### config.mk
export PLATFORM = sky130hd
export DESIGN_NAME = gpmc_master
export DESIGN_NICKNAME = d
export VERILOG_FILES = /design/src/rtl/gpmc_master.sv
export SDC_FILE = /design/constraint.sdc
export NUM_CORES = 1
export LEC_CHECK = 0
export ABC_AREA = 1
export CORE_MARGIN = 5
export CORE_UTILIZATION = 45
export DETAILED_ROUTE_END_ITERATION = 8
export PLACE_DENSITY_LB_ADDON = 0.2
export SETUP_SLACK_MARGIN = 0.02
export SYNTH_ARGS = -nofsm -noshare
export SYNTH_HDL_FRONTEND = slang
export SYNTH_SLANG_ARGS = --single-unit
### constraint.sdc
create_clock -name clk -period 2 [get_ports clk]
set_input_delay 0.3 -clock clk [delete_from_list [all_inputs] [get_ports clk]]
set_output_delay 0.3 -clock clk [all_outputs]
set_load 0.05 [all_outputs]
### src/rtl/gpmc_master.sv
// GPMC bus master: turns single request/response transactions into
// multiplexed address/data bus cycles (address phase, then write data or
// turnaround + read data, then a one-cycle hold that reports completion).
// All bus strobes are active-low and every output comes straight from a flop.
module gpmc_master #(
  parameter int ADDR_WIDTH = 4,
  parameter int DATA_WIDTH = 16,
  parameter int ADDR_CYC   = 2,
  parameter int WR_CYC     = 2,
  parameter int RD_CYC     = 4,
  parameter int TURN_CYC   = 1
) (
  input  logic                  clk,
  input  logic                  rst_n,
  input  logic                  req_valid,
  output logic                  req_ready,
  input  logic                  req_write,
  input  logic [ADDR_WIDTH-1:0] req_addr,
  input  logic [DATA_WIDTH-1:0] req_wdata,
  output logic                  rsp_valid,
  output logic [DATA_WIDTH-1:0] rsp_rdata,
  output logic [DATA_WIDTH-1:0] gpmc_ad_out,
  output logic                  gpmc_ad_oe,
  input  logic [DATA_WIDTH-1:0] gpmc_ad_in,
  output logic                  gpmc_advn,
  output logic                  gpmc_csn1,
  output logic                  gpmc_wein,
  output logic                  gpmc_oen,
  output logic                  gpmc_clk
);

  // Phase lengths below one cycle would make the down-counter underflow.
  if (ADDR_CYC < 1 || WR_CYC < 1 || RD_CYC < 1 || TURN_CYC < 1) begin : g_bad_param
    $error("gpmc_master: every phase length must be at least one cycle");
  end

  // Counter only needs to hold the longest phase length minus one.
  localparam int MAX_AW  = (ADDR_CYC > WR_CYC) ? ADDR_CYC : WR_CYC;
  localparam int MAX_RT  = (RD_CYC > TURN_CYC) ? RD_CYC : TURN_CYC;
  localparam int MAX_CYC = (MAX_AW > MAX_RT) ? MAX_AW : MAX_RT;
  localparam int CNT_W   = (MAX_CYC > 1) ? $clog2(MAX_CYC) : 1;

  localparam logic [CNT_W-1:0] ADDR_LD = CNT_W'(ADDR_CYC - 1);
  localparam logic [CNT_W-1:0] WR_LD   = CNT_W'(WR_CYC - 1);
  localparam logic [CNT_W-1:0] RD_LD   = CNT_W'(RD_CYC - 1);
  localparam logic [CNT_W-1:0] TURN_LD = CNT_W'(TURN_CYC - 1);

  typedef enum logic [2:0] {
    IDLE,
    ADDR,
    WDATA,
    TURN,
    RDATA,
    HOLD
  } state_t;

  state_t                state;
  logic [CNT_W-1:0]      phase_cnt;
  logic                  write_q;
  logic [DATA_WIDTH-1:0] wdata_q;

  // Bus sequencer: state, phase counter, captured request and every output.
  // NOTE: each output is assigned the value it must show in the *next* state,
  // so it changes on the same edge as the state and never passes through
  // combinational logic; all sequential state uses non-blocking assignments.
  always_ff @(posedge clk) begin
    if (!rst_n) begin
      state       <= IDLE;
      phase_cnt   <= '0;
      write_q     <= 1'b0;
      wdata_q     <= '0;
      req_ready   <= 1'b1;
      rsp_valid   <= 1'b0;
      rsp_rdata   <= '0;
      gpmc_ad_out <= '0;
      gpmc_ad_oe  <= 1'b0;
      gpmc_advn   <= 1'b1;
      gpmc_csn1   <= 1'b1;
      gpmc_wein   <= 1'b1;
      gpmc_oen    <= 1'b1;
      gpmc_clk    <= 1'b0;
    end else begin
      rsp_valid <= 1'b0;
      // The bus clock runs for the whole chip-select window; IDLE entry and
      // ADDR entry override this below.
      if (state != IDLE) begin
        gpmc_clk <= ~gpmc_clk;
      end

      case (state)
        IDLE: begin
          if (req_valid) begin
            state       <= ADDR;
            phase_cnt   <= ADDR_LD;
            write_q     <= req_write;
            wdata_q     <= req_wdata;
            req_ready   <= 1'b0;
            gpmc_csn1   <= 1'b0;
            gpmc_advn   <= 1'b0;
            gpmc_ad_oe  <= 1'b1;
            gpmc_ad_out <= DATA_WIDTH'(req_addr);
            gpmc_clk    <= 1'b1;
          end
        end

        ADDR: begin
          if (phase_cnt != '0) begin
            phase_cnt <= phase_cnt - 1'b1;
          end else if (write_q) begin
            state       <= WDATA;
            phase_cnt   <= WR_LD;
            gpmc_advn   <= 1'b1;
            gpmc_wein   <= 1'b0;
            gpmc_ad_out <= wdata_q;
          end else begin
            // Release the AD bus one phase before the target may drive it.
            state      <= TURN;
            phase_cnt  <= TURN_LD;
            gpmc_advn  <= 1'b1;
            gpmc_ad_oe <= 1'b0;
          end
        end

        WDATA: begin
          if (phase_cnt != '0) begin
            phase_cnt <= phase_cnt - 1'b1;
          end else begin
            state     <= HOLD;
            phase_cnt <= '0;
            gpmc_wein <= 1'b1;
            rsp_valid <= 1'b1;
          end
        end

        TURN: begin
          if (phase_cnt != '0) begin
            phase_cnt <= phase_cnt - 1'b1;
          end else begin
            state     <= RDATA;
            phase_cnt <= RD_LD;
            gpmc_oen  <= 1'b0;
          end
        end

        RDATA: begin
          if (phase_cnt != '0) begin
            phase_cnt <= phase_cnt - 1'b1;
          end else begin
            // Target data is only guaranteed settled at the end of the phase.
            state     <= HOLD;
            phase_cnt <= '0;
            rsp_rdata <= gpmc_ad_in;
            gpmc_oen  <= 1'b1;
            rsp_valid <= 1'b1;
          end
        end

        HOLD: begin
          state       <= IDLE;
          phase_cnt   <= '0;
          req_ready   <= 1'b1;
          gpmc_csn1   <= 1'b1;
          gpmc_ad_oe  <= 1'b0;
          gpmc_ad_out <= '0;
          gpmc_clk    <= 1'b0;
        end

        default: begin
          state       <= IDLE;
          phase_cnt   <= '0;
          req_ready   <= 1'b1;
          gpmc_csn1   <= 1'b1;
          gpmc_advn   <= 1'b1;
          gpmc_wein   <= 1'b1;
          gpmc_oen    <= 1'b1;
          gpmc_ad_oe  <= 1'b0;
          gpmc_ad_out <= '0;
          gpmc_clk    <= 1'b0;
        end
      endcase
    end
  end

endmodule

==> flow_results.xml <==
<?xml version="1.0" encoding="UTF-8"?>
<metrics>
  <group name="route">
    <metric name="drc" unit="">0</metric>
    <metric name="drtIter0Drc" unit="">113</metric>
    <metric name="firstDrtPassIters" unit="">4</metric>
    <metric name="total_routed_wirelength" unit="microns">6740</metric>
    <metric name="routed_via_density" unit="">4.88</metric>
    <metric name="drt-wirelength-per-cell" unit="microns">13.2</metric>
    <metric name="drt.antenna.violating_nets" unit="">0</metric>
    <metric name="vias_post_dr" unit="">2496</metric>
  </group>
  <group name="final_layout">
    <metric name="nFillCells" unit="">508</metric>
    <metric name="fin_nets" unit="">479</metric>
    <metric name="area_delta_synth_final" unit="%">39.3</metric>
    <metric name="n_antenna_cell" unit="">0</metric>
    <metric name="postLayoutCoreUtil" unit="">0.652</metric>
    <metric name="post_route_cells_drive_above_1_share" unit="">0.0934</metric>
  </group>
  <group name="critical_path">
    <metric name="crit_slowest_cell" unit="">clkdlybuf4s50_1</metric>
    <metric name="critical_path.top_delay_family" unit="">buffers and inverters</metric>
    <metric name="worst_setup_path_start_kind" unit="">flip-flop</metric>
    <metric name="cp.buffers_inverters" unit="">1</metric>
    <metric name="worstPathArrival" unit="ps">1490</metric>
    <metric name="worstSetupPathType" unit="">flip-flop to primary output</metric>
    <metric name="critical-path-max-stage-delay" unit="ps">830</metric>
    <metric name="setup.worst_path.end_class" unit="">primary output</metric>
    <metric name="cp_cell_sequence" unit="">clkdlybuf4s50_1</metric>
    <metric name="critical_path_peak_fanout" unit="">2</metric>
    <metric name="crit_required" unit="ps">1700</metric>
  </group>
  <group name="synth">
    <metric name="syn-num-nets" unit="">399</metric>
    <metric name="yosysTopAreaCell" unit="">dfxtp_1</metric>
    <metric name="ys.warnings.count" unit="">0</metric>
    <metric name="syn_inst" unit="">354</metric>
    <metric name="ys_ff_latch" unit="">61</metric>
    <metric name="synthesis.area" unit="sq um">2610</metric>
    <metric name="syn-mean-instance-area" unit="sq um">7.37</metric>
    <metric name="netlist_top_cells_area" unit="">dfxtp_1, nand2_1, a21oi_1, nand3_1, nor2_1</metric>
    <metric name="synth_seq_area_share" unit="">0.468</metric>
    <metric name="yosys.cell_types.count" unit="">27</metric>
    <metric name="synth_top_area_share" unit="">0.468</metric>
  </group>
  <group name="floorplanning">
    <metric name="initial_core_util" unit="">0.468</metric>
    <metric name="die_area" unit="sq um">7420</metric>
    <metric name="ios" unit="">80</metric>
    <metric name="fp.dieW" unit="microns">86.2</metric>
    <metric name="floorplan.core_area" unit="sq um">5570</metric>
    <metric name="die_y" unit="microns">86.2</metric>
    <metric name="num_rows" unit="">27</metric>
  </group>
  <group name="placement">
    <metric name="port_buffers" unit="">79</metric>
    <metric name="pre_cts_ws" unit="ps">232</metric>
    <metric name="detailedPlacementHpwl" unit="microns">4610</metric>
    <metric name="gp_congestion" unit="">0.891</metric>
  </group>
  <group name="cts">
    <metric name="numClockSinks" unit="">61</metric>
    <metric name="cts_buffers" unit="">9</metric>
    <metric name="cts-hold-fix-buffers" unit="">0</metric>
    <metric name="cts.path.max_buffers" unit="">2</metric>
    <metric name="cts.clk_slew.worst_paths" unit="ps">60</metric>
    <metric name="tritoncts_clock_tree" unit="">yes</metric>
    <metric name="root_buffer" unit="">clkbuf_8</metric>
    <metric name="insertion_delay" unit="ps">330</metric>
    <metric name="htree_levels" unit="">3</metric>
  </group>
  <group name="sta">
    <metric name="report.final.hold_viol_count" unit="">0</metric>
    <metric name="fmax" unit="MHz">558</metric>
    <metric name="fin_worst_skew" unit="ps">6.81</metric>
    <metric name="final_period_minus_worst_setup_slack" unit="ps">1790</metric>
    <metric name="setup_slack" unit="ps">209</metric>
    <metric name="holdWs" unit="ps">451</metric>
    <metric name="slew-limit-headroom" unit="">0.638</metric>
    <metric name="worstMarginPinSlew" unit="ps">542</metric>
    <metric name="finalMaxSlewViolations" unit="">0</metric>
    <metric name="setup_repair_after_global_routing_missed_its_margin" unit="">no</metric>
    <metric name="fin_setup_tns" unit="ps">0</metric>
    <metric name="final_number_of_setup_violating_endpoints" unit="">0</metric>
    <metric name="fin_crit_sh" unit="">0.896</metric>
  </group>
  <group name="grt">
    <metric name="antenna_found_initial" unit="">0</metric>
    <metric name="largest_net_degree_at_the_start_of_global_routing" unit="">33</metric>
    <metric name="grtUsageTotal" unit="">0.187</metric>
    <metric name="first_global_vias" unit="">2391</metric>
    <metric name="global_route_wire_length_before_repair" unit="microns">10900</metric>
    <metric name="total_gr_overflow" unit="">0</metric>
  </group>
  <group name="power">
    <metric name="peakVddDrop" unit="V">0.000709</metric>
    <metric name="power.total" unit="mW">5.67</metric>
    <metric name="p_leak" unit="nW">1.46</metric>
    <metric name="power_per_cell_area" unit="nW/um^2">1560</metric>
  </group>
  <group name="worst_hold_path">
    <metric name="min_path_type" unit="">flip-flop to flip-flop</metric>
  </group>
  <group name="run_status">
    <metric name="run_status" unit="">finished clean</metric>
  </group>
  <group name="flow_run">
    <metric name="cap_viol_max_count" unit="">0</metric>
  </group>
</metrics>
[layout by cell type, fill, tap and decap left out, drive strengths merged]
master         count
o211ai             3
dfxtp             61
clkinv             5
ha                 5
nor2              31
clkbuf            11
o21ai             20
nand2             93
a31o               1
a31oi              5
nand3             30
clkinvlp           1
or2                2
buf                7
a21oi             54
clkdlybuf4s50     79
inv               31
[kinds of logic (layout without fill, tap and decap cells)]
family / after synthesis / count (layout) / share of synthesized area
simple gates: 155 / 156 / 0.258
compound gates: 83 / 83 / 0.167
flops: 61 / 61 / 0.468
buf+inv: 50 / 134 / 0.0829
fa+ha+maj: 5 / 5 / 0.0240
[final cells by class]
type	instances	area [sq um]	area share
Clock inverter	5	27.5	0.00757
Clock buffer	11	131	0.0361
Timing Repair Buffer	86	843	0.232
Multi-Input combinational cell	244	1200	0.329
Tap cell	72	90.1	0.0248
Sequential cell	61	1220	0.336
Inverter	32	124	0.0341
[Yosys cell counts (all sizes together)]
cell type,count
o21ai,20
or2,2
buf,11
clkbuf,7
o211ai,3
nand2,93
inv,31
clkinv,1
a21oi,54
nand3,29
a31o,1
ha,5
a31oi,5
dfxtp,61
nor2,31
[routing by layer]
layer	GRT usage	up-vias	routed length, microns
met5	0	-	0
met4	0.106	0	206
met3	0.0653	16	504
met2	0.298	67	3070
met1	0.218	1100	2960
li1	-	1313	-
[report_power, final]
group | switching [mW] | leakage, nW | internal [mW]
Clock | 0.459 | 0.0829 | 0.441
Combinational | 2.04 | 0.880 | 1.01
Sequential | 0.185 | 0.500 | 1.54
[stage by stage]
stage	cells	cell area, sq um
2_1_floorplan	354	2610
3_3_place_gp	494	3450
3_5_place_dp	494	3450
4_1_cts	510	3610
5_1_grt	511	3630
6_report	511	3630
[registers in the layout (all words and copies together), names as in the netlist, 2 cells and up]
register	count
gpmc_ad_out	16
phase_cnt	2
rsp_rdata	16
state	3
wdata_q	16
[path summary, 6_finish.rpt]
check                      start              end  slack, ps  cells after the start
hold reg to reg       wdata_q[1]       wdata_q[1]        450                      2
setup / recovery  gpmc_ad_out[7]   gpmc_ad_out[7]        210                      1
hold / removal        wdata_q[1]       wdata_q[1]        450                      2
setup reg to reg    phase_cnt[0]  gpmc_ad_out[10]        300                      8
[timing repair]
action | CTS | global route
buffers inserted | 0 | 0
resized for setup | 0 | 2
setup endpoints to repair | 0 | 7
Power figures use the tool's default switching activity.
